`config.mk`:
```
export PLATFORM = sky130hd
export DESIGN_NAME = painel_scroll_controller
export DESIGN_NICKNAME = d
export VERILOG_FILES = /design/src/rtl/painel_scroll_controller.sv
export SDC_FILE = /design/constraint.sdc
export NUM_CORES = 1
export LEC_CHECK = 0
export BUFFER_PORTS_ARGS = -buffer_cell sky130_fd_sc_hd__buf_2
export CORE_MARGIN = 1.5
export CORE_UTILIZATION = 45
export CTS_BUF_LIST = sky130_fd_sc_hd__clkbuf_4 sky130_fd_sc_hd__clkbuf_8 sky130_fd_sc_hd__clkbuf_16
export DETAILED_ROUTE_END_ITERATION = 16
export HOLD_SLACK_MARGIN = 0.02
export PLACE_DENSITY = 0.65
export SYNTH_ARGS = -nofsm -noshare
export SYNTH_HDL_FRONTEND = slang
export SYNTH_SLANG_ARGS = --single-unit
```
`constraint.sdc`:
```
create_clock -name clk -period 2.52 [get_ports clk]
set_input_delay 0.378 -clock clk [delete_from_list [all_inputs] [get_ports clk]]
set_output_delay 0.378 -clock clk [all_outputs]
set_load 0.01 [all_outputs]
```
`src/rtl/painel_scroll_controller.sv`:
```
`default_nettype none
// ============================================================================
// Module      : painel_scroll_controller
// Description : Sequencing controller for the 16-bit universal (load/rotate/
//               hold) register feeding the digital display panel. Accepts a
//               message, issues a one-cycle parallel load, then issues timed
//               one-cycle rotate commands at a programmable rate, either for
//               a fixed number of steps or continuously. Supports pause
//               (freezes the rate prescaler) and abort (immediate return to
//               idle).
//
// Ports       : clk        - system clock, rising edge
//               rst_n      - synchronous active-low reset
//               start      - pulse, accept message and begin (IDLE only)
//               msg        - message, sampled with an accepted start
//               dir        - 0 rotate toward lower index, 1 toward higher
//               divisor    - rotate period = divisor+1 cycles
//               steps      - rotate steps per sequence, 0 = continuous
//               pause      - level, freezes scrolling while high in RUN
//               abort      - pulse, terminate a LOAD/RUN sequence
//               ch0, ch1   - register mode bits ({ch1,ch0})
//               cadeia_out - register parallel data bus
//               busy       - sequence in progress (LOAD/RUN)
//               done       - one-cycle pulse on normal completion
//               step_cnt   - rotate steps issued in current/last sequence
//
// Revision    : 1.0 - initial release
// ============================================================================
module painel_scroll_controller #(
   parameter int DATA_W = 16,
   parameter int DIV_W  = 16,
   parameter int STEP_W = 5
) (
   input  logic              clk,
   input  logic              rst_n,
   input  logic              start,
   input  logic [DATA_W-1:0] msg,
   input  logic              dir,
   input  logic [DIV_W-1:0]  divisor,
   input  logic [STEP_W-1:0] steps,
   input  logic              pause,
   input  logic              abort,
   output logic              ch0,
   output logic              ch1,
   output logic [DATA_W-1:0] cadeia_out,
   output logic              busy,
   output logic              done,
   output logic [STEP_W-1:0] step_cnt
);

   // Register mode encoding {ch1,ch0}
   localparam logic [1:0] c_MODE_HOLD   = 2'b00;
   localparam logic [1:0] c_MODE_ROT_LO = 2'b01;
   localparam logic [1:0] c_MODE_ROT_HI = 2'b10;
   localparam logic [1:0] c_MODE_LOAD   = 2'b11;

   localparam logic [DIV_W-1:0]  c_DIV_ONE  = {{(DIV_W-1){1'b0}}, 1'b1};
   localparam logic [STEP_W-1:0] c_STEP_ONE = {{(STEP_W-1){1'b0}}, 1'b1};

   typedef enum logic [1:0] {
      S_IDLE = 2'd0,
      S_LOAD = 2'd1,
      S_RUN  = 2'd2,
      S_DONE = 2'd3
   } state_t;

   // ------------------------------------------------------------------------
   // Registers
   // ------------------------------------------------------------------------
   state_t              r_state;
   logic [1:0]          r_ch;
   logic [DATA_W-1:0]   r_cadeia;
   logic                r_busy;
   logic                r_done;
   logic [STEP_W-1:0]   r_step;
   logic [DIV_W-1:0]    r_presc;
   logic                r_dir;
   logic [DIV_W-1:0]    r_div;
   logic [STEP_W-1:0]   r_steps;

   // ------------------------------------------------------------------------
   // Next-state values
   // ------------------------------------------------------------------------
   state_t              w_state_nxt;
   logic [1:0]          w_ch_nxt;
   logic [DATA_W-1:0]   w_cadeia_nxt;
   logic                w_busy_nxt;
   logic                w_done_nxt;
   logic [STEP_W-1:0]   w_step_nxt;
   logic [DIV_W-1:0]    w_presc_nxt;
   logic                w_dir_nxt;
   logic [DIV_W-1:0]    w_div_nxt;
   logic [STEP_W-1:0]   w_steps_nxt;

   // ------------------------------------------------------------------------
   // Helpers
   // ------------------------------------------------------------------------
   logic [1:0]          w_shift_code;
   logic                w_tick;
   logic [DIV_W-1:0]    w_presc_adv;
   logic [1:0]          w_ch_adv;
   logic                w_shifting;
   logic [STEP_W-1:0]   w_step_adv;
   logic                w_last;

   assign w_shift_code = r_dir ? c_MODE_ROT_HI : c_MODE_ROT_LO;

   // r_presc counts counting edges since LOAD or since the last shift; the
   // (divisor+1)-th such edge schedules a rotate for the following cycle.
   // Because outputs are registered, a shift is decided one edge ahead of the
   // cycle in which it appears on ch0/ch1.
   assign w_tick      = (r_presc == r_div);
   assign w_presc_adv = w_tick ? '0 : (r_presc + c_DIV_ONE);
   assign w_ch_adv    = w_tick ? w_shift_code : c_MODE_HOLD;

   // A rotate command is currently on the bus (only ever in RUN).
   assign w_shifting = (r_state == S_RUN) && (r_ch[0] ^ r_ch[1]);
   assign w_step_adv = w_shifting ? (r_step + c_STEP_ONE) : r_step;
   assign w_last     = w_shifting && (r_steps != '0) && (w_step_adv == r_steps);

   // ------------------------------------------------------------------------
   // Next-state and output logic
   // ------------------------------------------------------------------------
   always_comb begin
      w_state_nxt  = r_state;
      w_ch_nxt     = c_MODE_HOLD;
      w_cadeia_nxt = r_cadeia;
      w_busy_nxt   = 1'b0;
      w_done_nxt   = 1'b0;
      w_step_nxt   = r_step;
      w_presc_nxt  = r_presc;
      w_dir_nxt    = r_dir;
      w_div_nxt    = r_div;
      w_steps_nxt  = r_steps;

      case (r_state)
         S_IDLE: begin
            // abort outranks start: a coincident pair is ignored
            if (start && !abort) begin
               w_state_nxt  = S_LOAD;
               w_ch_nxt     = c_MODE_LOAD;
               w_cadeia_nxt = msg;
               w_busy_nxt   = 1'b1;
               w_step_nxt   = '0;
               w_presc_nxt  = '0;
               w_dir_nxt    = dir;
               w_div_nxt    = divisor;
               w_steps_nxt  = steps;
            end
         end

         S_LOAD: begin
            if (abort) begin
               w_state_nxt = S_IDLE;
            end else begin
               // The LOAD cycle always counts toward the first period, so a
               // zero divisor rotates in the very first RUN cycle.
               w_state_nxt = S_RUN;
               w_busy_nxt  = 1'b1;
               w_presc_nxt = w_presc_adv;
               w_ch_nxt    = w_ch_adv;
            end
         end

         S_RUN: begin
            if (abort) begin
               w_state_nxt = S_IDLE;
            end else begin
               w_step_nxt = w_step_adv;
               if (w_last) begin
                  w_state_nxt = S_DONE;
                  w_done_nxt  = 1'b1;
               end else begin
                  w_busy_nxt = 1'b1;
                  // A paused cycle does not count, which defers a due shift
                  // until pause drops.
                  if (!pause) begin
                     w_presc_nxt = w_presc_adv;
                     w_ch_nxt    = w_ch_adv;
                  end
               end
            end
         end

         S_DONE: begin
            w_state_nxt = S_IDLE;
         end

         default: begin
            w_state_nxt = S_IDLE;
         end
      endcase
   end

   // ------------------------------------------------------------------------
   // State and output registers
   // ------------------------------------------------------------------------
   always_ff @(posedge clk) begin
      if (!rst_n) begin
         r_state  <= S_IDLE;
         r_ch     <= c_MODE_HOLD;
         r_cadeia <= '0;
         r_busy   <= 1'b0;
         r_done   <= 1'b0;
         r_step   <= '0;
         r_presc  <= '0;
         r_dir    <= 1'b0;
         r_div    <= '0;
         r_steps  <= '0;
      end else begin
         r_state  <= w_state_nxt;
         r_ch     <= w_ch_nxt;
         r_cadeia <= w_cadeia_nxt;
         r_busy   <= w_busy_nxt;
         r_done   <= w_done_nxt;
         r_step   <= w_step_nxt;
         r_presc  <= w_presc_nxt;
         r_dir    <= w_dir_nxt;
         r_div    <= w_div_nxt;
         r_steps  <= w_steps_nxt;
      end
   end

   assign ch0        = r_ch[0];
   assign ch1        = r_ch[1];
   assign cadeia_out = r_cadeia;
   assign busy       = r_busy;
   assign done       = r_done;
   assign step_cnt   = r_step;

endmodule
`default_nettype wire
```
==> results of run 1 <==
per-layer routing:
metal	track usage, %	vias to the layer above	wire length [um]
met4	6.676	0	114
met3	5.877	9	495
met1	30.20	1361	3640
met5	0	-	0
met2	32.13	94	3390
li1	-	1521	-
through the flow:
stage | setup slack (ns) | utilization [%] | instances | instance area, um2 | total power, mW
2_1_floorplan | 0.4186 | - | 394 | 3292 | 1.360
3_3_place_gp | 0.2984 | 54.04 | 545 | 3752 | 1.482
3_5_place_dp | 0.2538 | 54.04 | 545 | 3752 | 1.487
4_1_cts | 0.2360 | 56.92 | 561 | 3953 | 2.390
5_1_grt | 0.03192 | 56.99 | 561 | 3958 | 2.497
6_report | 0.2771 | 56.99 | 561 | 3958 | 2.373
area by class of cell:
type / instances / area (um2) / share of cell area [%]
multi-input cells: 301 / 1879 / 47.49
clock inverters: 3 / 40.04 / 1.012
repair buffers: 80 / 445.4 / 11.26
flip-flops and latches: 65 / 1301 / 32.88
well taps: 96 / 120.1 / 3.035
inverters: 3 / 11.26 / 0.2845
clock buffers: 13 / 160.2 / 4.047
repair_timing:
item | in CTS | in global routing
endpoints found under the setup margin | 0 | 2
hold endpoints to repair | 0 | 0
resized for setup | 0 | 1
cell families after synthesis:
family | after synthesis
simple gates | 166
compound gates | 104
flops | 65
buf+inv | 28
xor+xnor | 22
fa+ha+maj | 7
mux | 2
worst paths after layout:
path	startpoint	end	slack, ns	cells after the start
max	r_state[0]	r_ch[1]	0.28	9
min reg2reg	cadeia_out[6]	cadeia_out[6]	0.46	2
max reg2reg	r_state[0]	r_ch[1]	0.28	9
min	steps[3]	r_steps[3]	0.28	3
synthesized netlist by cell type (3+ instances only):
master / n
nand4_1: 16
nand4b_1: 4
and3_1: 5
a21boi_0: 38
a21oi_1: 11
nor4_1: 5
nand2b_1: 4
ha_1: 7
o311ai_0: 6
nor3_1: 4
dfxtp_1: 65
o31ai_1: 11
xor2_1: 3
clkbuf_1: 18
o21a_1: 4
and2_1: 4
nand2_1: 84
o21ai_0: 12
o211ai_1: 3
xnor2_1: 17
a31oi_1: 3
buf_4: 3
inv_1: 3
a21boi_1: 9
nor2_1: 17
nor2b_1: 11
flip-flops by register name, indices dropped and copies added (netlist names):
name	flops
r_dir	1
r_presc	16
done	1
cadeia_out	16
r_state	2
r_steps	5
step_cnt	5
r_ch	2
busy	1
r_div	16
tightest hold or removal path: stages:
cell      delay, ns
buf_2          0.09
nand2_1        0.04
a21boi_0       0.06
report_power, final:
| group | internal, mW | switching, mW | total (mW) | leakage (nW) |
|---|---|---|---|---|
| clock | 0.515 | 0.392 | 0.907 | 0.108 |
| combinational | 0.156 | 0.214 | 0.370 | 0.941 |
| sequential | 1.07 | 0.0291 | 1.10 | 0.528 |
==> results.md, run 1 <==
* Status: finished, final reports clean
* Routed WL at roughly 7600 um
* Fraction of registers with async set/reset at 0%
* Sink Count at 65
* RSZ-0062 raised after global routing: false
* Die Span Y at about 89 um
* Total CTS buffers at 9
* Htree depth at 3
* Gr usage total at between 20% and 30%
* Post-synth EDFFs at 0
* Fillers at around 670
* Most Frequent Cell on Critical Path: o21a_1
* Residual DRC count at 0
* Number of port buffers at 67
* Post-CTS setup buffer count at 0
* Setup Skew at between 0.007 and 0.008 ns
* # nets final at 510
* Final Max Tran Viols at 0
* Top delay family on crit path: compound AO/OA/AOI/OAI gates
* Cell Chain, Critical Path: inv_1 > ha_1 > nand4_1 > o21a_1 > nor4_1 > o21a_1 > buf_12 > o31a_1 > o21ai_0
* Post-Synth XOR/XNOR Area at about 6.5%
* Core area at slightly below 0.007 mm2
* Tightest Pin Transition at 0.5692 ns
* N_diodes at 0
* Congestion Overflow GR at 0
* Clock Latency Late Sink at 0.33 ns
* TritonRoute pass-1 iters at 4
* Final Hold Viols at 0
* DR vias at between 2,000 and 3,000
* Layout cells sized above 1 at ~22%
* Slowest stage cell, crit path: nor4_1
* Syn Nets at 444
* Largest net degree at the start of global routing at 40
* CP Capture Type: flip-flop
* PD cells at around 600 mW/mm2
* Mux share of post-synthesis cell area at 0.6081%
* Simple-Gate Fraction of Synth Area at roughly 25%
* Syn avg cell area at 8.355 um2
* YS warnings at 0
* Commonest non-fill, non-tap cell in the layout: nand2_1
* Crit path DAT at ~2.5 ns
* Initial Utilization at between 40% and 50%
* Area grow syn2layout at 20.22%
* CP bufs+invs at 2
* First-pass GRT wire length at approximately 13,000 um
* DR WL/cell at 13.62 um
* Top post-synthesis cells by area: dfxtp_1, nand2_1, a21boi_0
* Most area-hungry cell type in the Yosys netlist: dfxtp_1
* Cells after Synth at between 300 and 400
* Crit path max fanout at 20
* Setup CP Type: reg -> reg
* Flops & latches, synth at 65
* HPWL Detailed at approximately 5400 um
* Top-area cell type share of the netlist area at 39.53%
* I/O pins at 68
* Largest family of logic cells by synthesized area: simple AND/OR/NAND/NOR gates
* Starting DRT DRC Count at roughly 220
* Required @ worst endpoint at approximately 2.7 ns
* Critical path's largest stage delay at 0.37 ns
* Main synth FF type: dfxtp_1
* Period utilization at 89.00%
* Min-Delay Path Class: in -> reg
* Cell area after synthesis at between 0.003 and 0.004 mm2
* Maximum clock rate at 445.9 MHz
* Relative slew slack at between 60% and 70%
* Total negative setup slack at 0 ns
* Initial antenna violation count at 0
* Vias in the first global route at roughly 2,700
* CTS tree: done
* Endpoints failing setup at 0
* Most frequent cells in the layout: nand2_1, buf_2, dfxtp_1
* Max_cap viols at 0
* Max VDD drop at roughly 370 uV
* Sequential cell area fraction in the yosys report at between 30% and 40%
* DRT antenna net count at 0
* Die Footprint at ~0.008 mm2
* Synth Area in Compound Gates at a little under a quarter
* Netlist cell types at between 40 and 50
* Root buffer cell: clkbuf_8
* Worst Setup Start Kind: flip-flop
* Fin crit period at 2.243 ns
* Hold slack at approximately 0.28 ns
* Site Rows at 30
* DR vias/cell at about 5.3
* Clock Tree Buf Depth at 2
* Leakage at approximately 1.6 nW
* Area share of fa/ha/maj cells after synthesis at roughly 2.7%
* Gpl congestion at just over 0.8
* Hold-fix buffers, CTS at 0
* Clk slew on worst S/H paths at approximately 0.070 ns
* DIE WIDTH at 88.53 um
Power figures use the tool's default switching activity.
==> run 2, diff against run 1 <==
--- a/config.mk
+++ b/config.mk
@@ -5,13 +5,16 @@
 export SDC_FILE = /design/constraint.sdc
 export NUM_CORES = 1
 export LEC_CHECK = 0
+export ABC_AREA = 1
 export BUFFER_PORTS_ARGS = -buffer_cell sky130_fd_sc_hd__buf_2
 export CORE_MARGIN = 1.5
 export CORE_UTILIZATION = 45
 export CTS_BUF_LIST = sky130_fd_sc_hd__clkbuf_4 sky130_fd_sc_hd__clkbuf_8 sky130_fd_sc_hd__clkbuf_16
+export CTS_CLUSTER_SIZE = 20
 export DETAILED_ROUTE_END_ITERATION = 16
 export HOLD_SLACK_MARGIN = 0.02
-export PLACE_DENSITY = 0.65
+export PLACE_DENSITY = 0.64
+export SLEW_MARGIN = 0
 export SYNTH_ARGS = -nofsm -noshare
 export SYNTH_HDL_FRONTEND = slang
 export SYNTH_SLANG_ARGS = --single-unit
==> run 2 against run 1 <==
  * Cell count up 15%
  * Non-clock buffer count down 10
  * Core utilization down 1.5 points
  * Global-route usage down 1.4 points
  * Synthesized cell count up 23%
  * Via count up 6.1%
  * Cell area up 2.8%
  * Critical path type unchanged
  * Largest cell class unchanged
==> results.md, run 2 <==
* Status: finished, final reports clean (unchanged)
* HPWL Detailed at 5615 um (was 5420 um)
* Required @ worst endpoint at 2.81 ns (was 2.74 ns)
* I/O pins at 68 (unchanged)
* Max_cap viols at 0 (unchanged)
* Critical path's largest stage delay at 0.40 ns (was 0.37 ns)
* Leakage at 1.730 nW (was 1.577 nW)
* Clock network power share at 42.4% (was 38.2%)
* Tightest Pin Transition at 0.7420 ns (was 0.5692 ns)
* CTS tree: done (unchanged)
* # nets final at 593 (was 510)
* M1 WL at 3737 um (was 3640 um)
* Main synth FF type: dfxtp_1 (unchanged)
* Period utilization at 89.83% (was 89.00%)
* Die Span Y at 90.41 um (was 88.53 um)
* Register share of total power at 42.5% (was 46.2%)
* Die Footprint at 0.008174 mm2 (was 0.007838 mm2)
* Int Pwr at 1.900 mW (was 1.739 mW)
* Largest net degree at the start of global routing at 48 (was 40)
* Congestion Overflow GR at 0 (unchanged)
* Worst Setup Start Kind: flip-flop (unchanged)
* Htree depth at 3 (unchanged)
* Top-area cell type share of the netlist area at 37.85% (was 39.53%)
* YS warnings at 0 (unchanged)
* CP bufs+invs at 2 (unchanged)
* Site Rows at 31 (was 30)
* Most area-hungry cell type in the Yosys netlist: dfxtp_1 (unchanged)
* Cell area after synthesis at 0.003438 mm2 (was 0.003292 mm2)
* Relative slew slack at 50.48% (was 61.98%)
* Initial antenna violation count at 0 (unchanged)
* RSZ-0062 raised after global routing: false (unchanged)
* Cells after Synth at 484 (was 394)
* CP Capture Type: flip-flop (unchanged)
* Syn avg cell area at 7.104 um2 (was 8.355 um2)
* DR vias/cell at 4.896 (was 5.321)
* Fin crit period at 2.264 ns (was 2.243 ns)
* Switching share of power at 27.52% (was 26.75%)
* Crit path max fanout at 19 (was 20)
* Setup Skew at 0.01141 ns (was 0.007232 ns)
* Starting DRT DRC Count at 116 (was 215)
* Met2 WL at 3572 um (was 3390 um)
* Clock Tree Buf Depth at 2 (unchanged)
* Initial Utilization at 46.90% (was 47.41%)
* Min-Delay Path Class: in -> reg (unchanged)
* DR vias at 3,168 (was 2,985)
* TritonRoute pass-1 iters at 4 (unchanged)
* First-pass GRT wire length at 13,250 um (was 13,070 um)
* Fraction of registers with async set/reset at 0% (unchanged)
* Residual DRC count at 0 (unchanged)
* Routed WL at 7778 um (was 7640 um)
* PD cells at 644.8 mW/mm2 (was 599.7 mW/mm2)
* Gpl congestion at 0.9050 (was 0.8283)
* DR WL/cell at 12.02 um (was 13.62 um)
* Core area at 0.007331 mm2 (was 0.006944 mm2)
* Count leader, synth: nand2_1 (unchanged)
* Setup WS pre-CTS at 0.2820 ns (was 0.2538 ns)
* Maximum clock rate at 441.8 MHz (was 445.9 MHz)
* Number of port buffers at 67 (unchanged)
* DIE WIDTH at 90.41 um (was 88.53 um)
* Endpoints failing setup at 0 (unchanged)
* Sequential cell area fraction in the yosys report at 37.85% (was 39.53%)
* Crit path DAT at 2.55 ns (was 2.47 ns)
* Layout cells sized above 1 at 22.08% (was 22.37%)
* Commonest cells post-synth: nand2_1, dfxtp_1, a21oi_1 (was nand2_1, dfxtp_1, a21boi_0)
* Root buffer cell: clkbuf_8 (unchanged)
* Clock Latency Late Sink at 0.35 ns (was 0.33 ns)
* Top Metal Used: met4 (unchanged)
* Flops & latches, synth at 65 (unchanged)
* Hold-fix buffers, CTS at 0 (unchanged)
* Vias in the first global route at 2,925 (was 2,723)
* Netlist cell types at 35 (was 47)
* Cell Chain, Critical Path: inv_1 > ha_1 > nand2_2 > nor2_4 > nand2_1 > nand3_1 > nand3_1 > nor2_2 > nand3_4 > nand2_8 > inv_4 > nand2_1 > nand2_2 > a21oi_2 (was inv_1 > ha_1 > nand4_1 > o21a_1 > nor4_1 > o21a_1 > buf_12 > o31a_1 > o21ai_0)
* Gr usage total at 20.03% (was 21.47%)
* Area grow syn2layout at 18.27% (was 20.22%)
* Post-synth EDFFs at 0 (unchanged)
* N_diodes at 0 (unchanged)
* Post-CTS setup buffer count at 0 (unchanged)
* Post-layout worst setup margin at 0.2563 ns (was 0.2771 ns)
* Top delay family on crit path: simple AND/OR/NAND/NOR gates (was compound AO/OA/AOI/OAI gates)
* Final Hold Viols at 0 (unchanged)
* Setup CP Type: reg -> reg (unchanged)
* Commonest non-fill, non-tap cell in the layout: nand2_1 (unchanged)
* Resized Gates After CTS at 0 (unchanged)
* Reg2reg setup slack at 0.26 ns (was 0.28 ns)
* Most frequent cells in the layout: nand2_1, buf_2, dfxtp_1 (unchanged)
* Combinational Power Share at 15.1% (was 15.6%)
* Top post-synthesis cells by area: dfxtp_1, nand2_1, a21oi_1 (was dfxtp_1, nand2_1, a21boi_0)
* Total CTS buffers at 9 (unchanged)
* DRT antenna net count at 0 (unchanged)
* Final Max Tran Viols at 0 (unchanged)
* Slowest stage cell, crit path: ha_1 (was nor4_1)
* Clk slew on worst S/H paths at 0.08 ns (was 0.07 ns)
* Total negative setup slack at 0 ns (unchanged)
* Sink Count at 65 (unchanged)
* Switch Pwr at 0.7215 mW (was 0.6348 mW)
* Syn Nets at 534 (was 444)
* Max VDD drop at 435.0 uV (was 374.8 uV)
* Met3 routed WL at 336 um (was 495 um)
## run 2: changes by cell type after synthesis, moves of 14 or more
cell      before  now
inv_1          3   42
xor2_1         3   25
a21oi_1       11   49
nand3_1        2   25
nand2_2        0   14
nand2_1       84  133
a21boi_0      38    0
xnor2_1       17    2
## run 2: cell type report
cell class	count	area, um2
clock inverters	6	115.1
repair buffers	70	370.4
inverters	46	175.2
flip-flops and latches	65	1301
well taps	99	123.9
multi-input cells	351	1843
fillers	725	3264
clock buffers	10	137.6
## run 2: power by group through the flow
stage	registers, mW	clock network, mW	logic, mW
6_report	1.12	1.11	0.395
5_1_grt	1.12	1.19	0.446
4_1_cts	1.12	1.14	0.400
3_5_place_dp	1.14	0	0.398
3_3_place_gp	1.14	0	0.392
2_1_floorplan	1.14	0	0.290
## run 2: final timing paths
kind / from / to / cells after the start
max: r_state[0] / r_presc[0] / 14
min: msg[13] / cadeia_out[13] / 3
max reg2reg: r_state[0] / r_presc[0] / 14
min reg2reg: cadeia_out[12] / cadeia_out[12] / 2
## run 2: routing by layer
layer | global-route usage [%] | up-vias
li1 | - | 1664
met1 | 25.26 | 1427
met2 | 31.69 | 67
met3 | 4.966 | 10
met4 | 10.19 | 0
met5 | 0 | -
## run 2: cell families (layout without fill, tap and decap cells)
logic type	after synthesis	after routing	share of synthesized area, %
buf+inv	68	132	8.552
flops	65	65	37.85
fa+ha+maj	7	7	2.547
compound gates	79	79	13.03
simple gates	238	238	31.15
xor+xnor	27	27	6.878
## run 2: metrics by stage
step           hold WS (ns)  util [%]  instance area, um2  total power, mW  instances
2_1_floorplan        0.4437         -                3438            1.429        484
3_3_place_gp         0.4491     52.02                3814            1.529        631
3_5_place_dp         0.4536     52.02                3814            1.537        631
4_1_cts              0.2448     55.47                4066            2.653        647
5_1_grt              0.2504     55.47                4066            2.758        647
6_report             0.2621     55.47                4066            2.622        647
## run 2: tightest hold or removal path: stages
cell	delay [ns]
buf_2	0.09
nand2_1	0.05
a21oi_1	0.05
==> run 3, diff against run 2 <==
--- a/config.mk
+++ b/config.mk
@@ -6,14 +6,14 @@
 export NUM_CORES = 1
 export LEC_CHECK = 0
 export ABC_AREA = 1
-export BUFFER_PORTS_ARGS = -buffer_cell sky130_fd_sc_hd__buf_2
 export CORE_MARGIN = 1.5
 export CORE_UTILIZATION = 45
 export CTS_BUF_LIST = sky130_fd_sc_hd__clkbuf_4 sky130_fd_sc_hd__clkbuf_8 sky130_fd_sc_hd__clkbuf_16
 export CTS_CLUSTER_SIZE = 20
 export DETAILED_ROUTE_END_ITERATION = 16
+export DONT_BUFFER_PORTS = 1
 export HOLD_SLACK_MARGIN = 0.02
-export PLACE_DENSITY = 0.64
+export PLACE_DENSITY = 0.57
 export SLEW_MARGIN = 0
 export SYNTH_ARGS = -nofsm -noshare
 export SYNTH_HDL_FRONTEND = slang
==> run 3 against run 2 <==
  * Critical path depth is the same
  * Sequential share of layout area grew 3.3 points
  * Core utilization shrank 5.2 points
  * Largest cell class unchanged
  * Hold slack lost 0.096 ns
  * Non-clock buffer count shrank 65
  * Global-route usage shrank 0.46 points
  * Cell area shrank 9.3%
  * Critical endpoint is now r_presc[2]
==> results.md, run 3 (same netlist as run 2, synthesis figures left out) <==
* Status: finished, final reports clean (unchanged)
* Residual DRC count at 0 (unchanged)
* CTS tree: done (unchanged)
* Period utilization at 90.22% (was 89.83%)
* Routed WL at 7460 um (was 7778 um)
* Final Hold Viols at 0 (unchanged)
* Clock Tree Buf Depth at 2 (unchanged)
* Htree depth at 3 (unchanged)
* N_diodes at 0 (unchanged)
* Cell Chain, Critical Path: inv_1 > ha_1 > nand2_2 > nor2_4 > nand2_1 > nand3_1 > nand3_1 > nor2_2 > nand3_4 > nand2_8 > inv_4 > nand2_1 > nand2_2 > nor2_1 (was inv_1 > ha_1 > nand2_2 > nor2_4 > nand2_1 > nand3_1 > nand3_1 > nor2_2 > nand3_4 > nand2_8 > inv_4 > nand2_1 > nand2_2 > a21oi_2)
* Relative slew slack at 52.46% (was 50.48%)
* Leakage at 1.418 nW (was 1.730 nW)
* Commonest non-fill, non-tap cell in the layout: nand2_1 (unchanged)
* CP Capture Type: flip-flop (unchanged)
* DR vias/cell at 4.986 (was 4.896)
* Setup Skew at 0.01018 ns (was 0.01141 ns)
* DRT antenna net count at 0 (unchanged)
* RSZ-0062 raised after global routing: false (unchanged)
* Critical path's largest stage delay at 0.38 ns (was 0.40 ns)
* Congestion Overflow GR at 0 (unchanged)
* Hold-fix buffers, CTS at 0 (unchanged)
* Min-Delay Path Class: in -> reg (unchanged)
* Layout Utilization at 50.32% (was 55.47%)
* Max VDD drop at 315.2 uV (was 435.0 uV)
* Slowest stage cell, crit path: ha_1 (unchanged)
* Crit path max fanout at 19 (unchanged)
* Required @ worst endpoint at 2.79 ns (was 2.81 ns)
* Area grow syn2layout at 7.278% (was 18.27%)
* Crit path DAT at 2.55 ns (about the same)
* First-pass GRT wire length at 12,930 um (was 13,250 um)
* Starting DRT DRC Count at 118 (was 116)
* DIE WIDTH at 90.41 um (unchanged)
* Number of port buffers at 0 (was 67)
* Layout cells sized above 1 at 11.80% (was 22.08%)
* Root buffer cell: clkbuf_8 (unchanged)
* Initial Utilization at 46.90% (unchanged)
* Initial antenna violation count at 0 (unchanged)
* DP Cell Count at 566 (was 631)
* Final Non-Filler Cells at 582 (was 647)
* Die Span Y at 90.41 um (unchanged)
* Setup CP Type: reg -> reg (unchanged)
* Final Max Tran Viols at 0 (unchanged)
* DR vias at 2,902 (was 3,168)
* # nets final at 528 (was 593)
* Clk slew on worst S/H paths at 0.08 ns (about the same)
* Tightest Pin Transition at 0.7057 ns (was 0.7420 ns)
* HPWL Detailed at 5496 um (was 5615 um)
* Total negative setup slack at 0 ns (unchanged)
* Gr usage total at 19.57% (was 20.03%)
* PD cells at 638.4 mW/mm2 (was 644.8 mW/mm2)
* Die Footprint at 0.008174 mm2 (unchanged)
* Maximum clock rate at 439.8 MHz (was 441.8 MHz)
* I/O pins at 68 (unchanged)
* Largest net degree at the start of global routing at 48 (unchanged)
* Most frequent cells in the layout: nand2_1, dfxtp_1, a21oi_1 (was nand2_1, buf_2, dfxtp_1)
* Pwr Total at 2.355 mW (was 2.622 mW)
* DR WL/cell at 12.82 um (was 12.02 um)
* Gpl congestion at 0.8605 (was 0.9050)
* Clock Latency Late Sink at 0.34 ns (was 0.35 ns)
* Post-CTS setup buffer count at 0 (unchanged)
* Endpoints failing setup at 0 (unchanged)
* Fin crit period at 2.274 ns (was 2.264 ns)
* Total CTS buffers at 9 (unchanged)
* Resized Gates After CTS at 0 (unchanged)
* TritonRoute pass-1 iters at 4 (unchanged)
* Max_cap viols at 0 (unchanged)
* Site Rows at 31 (unchanged)
* Core area at 0.007331 mm2 (unchanged)
* Worst Setup Start Kind: flip-flop (unchanged)
* Sink Count at 65 (unchanged)
* Vias in the first global route at 2,853 (was 2,925)
run 3: area by class of cell:
cell class	count	area [um2]
Fill cell	724	3642
Clock buffer	9	123.9
Clock inverter	7	78.83
Inverter	46	175.2
Tap cell	99	123.9
Timing Repair Buffer	5	37.54
Multi-Input combinational cell	351	1848
Sequential cell	65	1301
run 3: path summary, 6_finish.rpt:
path,endpoint,depth (start not counted),slack (ns),startpoint
worst min-delay path,cadeia_out[5],2,0.17,msg[5]
worst max register to register,r_presc[2],14,0.25,r_state[0]
worst max-delay path,r_presc[2],14,0.25,r_state[0]
worst min register to register,r_div[12],2,0.48,r_div[12]
run 3: metrics by stage:
step                      area [um2]  hold WS (ns)  setup WS [ns]
final                           3689        0.1662         0.2464
after global routing            3689        0.1477        0.03474
after CTS                       3689        0.1448         0.2415
after detailed placement        3486        0.4709         0.2676
after global placement          3486        0.4591         0.3872
after floorplan                 3438        0.4437         0.6504
run 3: metal layers:
metal | track usage (%) | share of wire, %
met1 | 24.39 | 48
met3 | 4.798 | 5.3
met5 | 0 | 0
met2 | 31.82 | 45
met4 | 8.995 | 2.1
run 3: report_power, final:
part	switching, mW	internal (mW)	leakage, nW
sequential	0.0495	1.08	0.529
clock	0.429	0.465	0.104
combinational	0.231	0.103	0.785
total	0.710	1.64	1.42
run 3: critical path, delay by kind of cell, from the launching register on:
| family | cells | cell delay (ns) |
|---|---|---|
| AND/OR/NAND/NOR | 11 | 1.26 |
| buffers and inverters | 2 | 0.23 |
| adder cells (fa/ha/maj) | 1 | 0.38 |
| flip-flops | 1 | 0.33 |
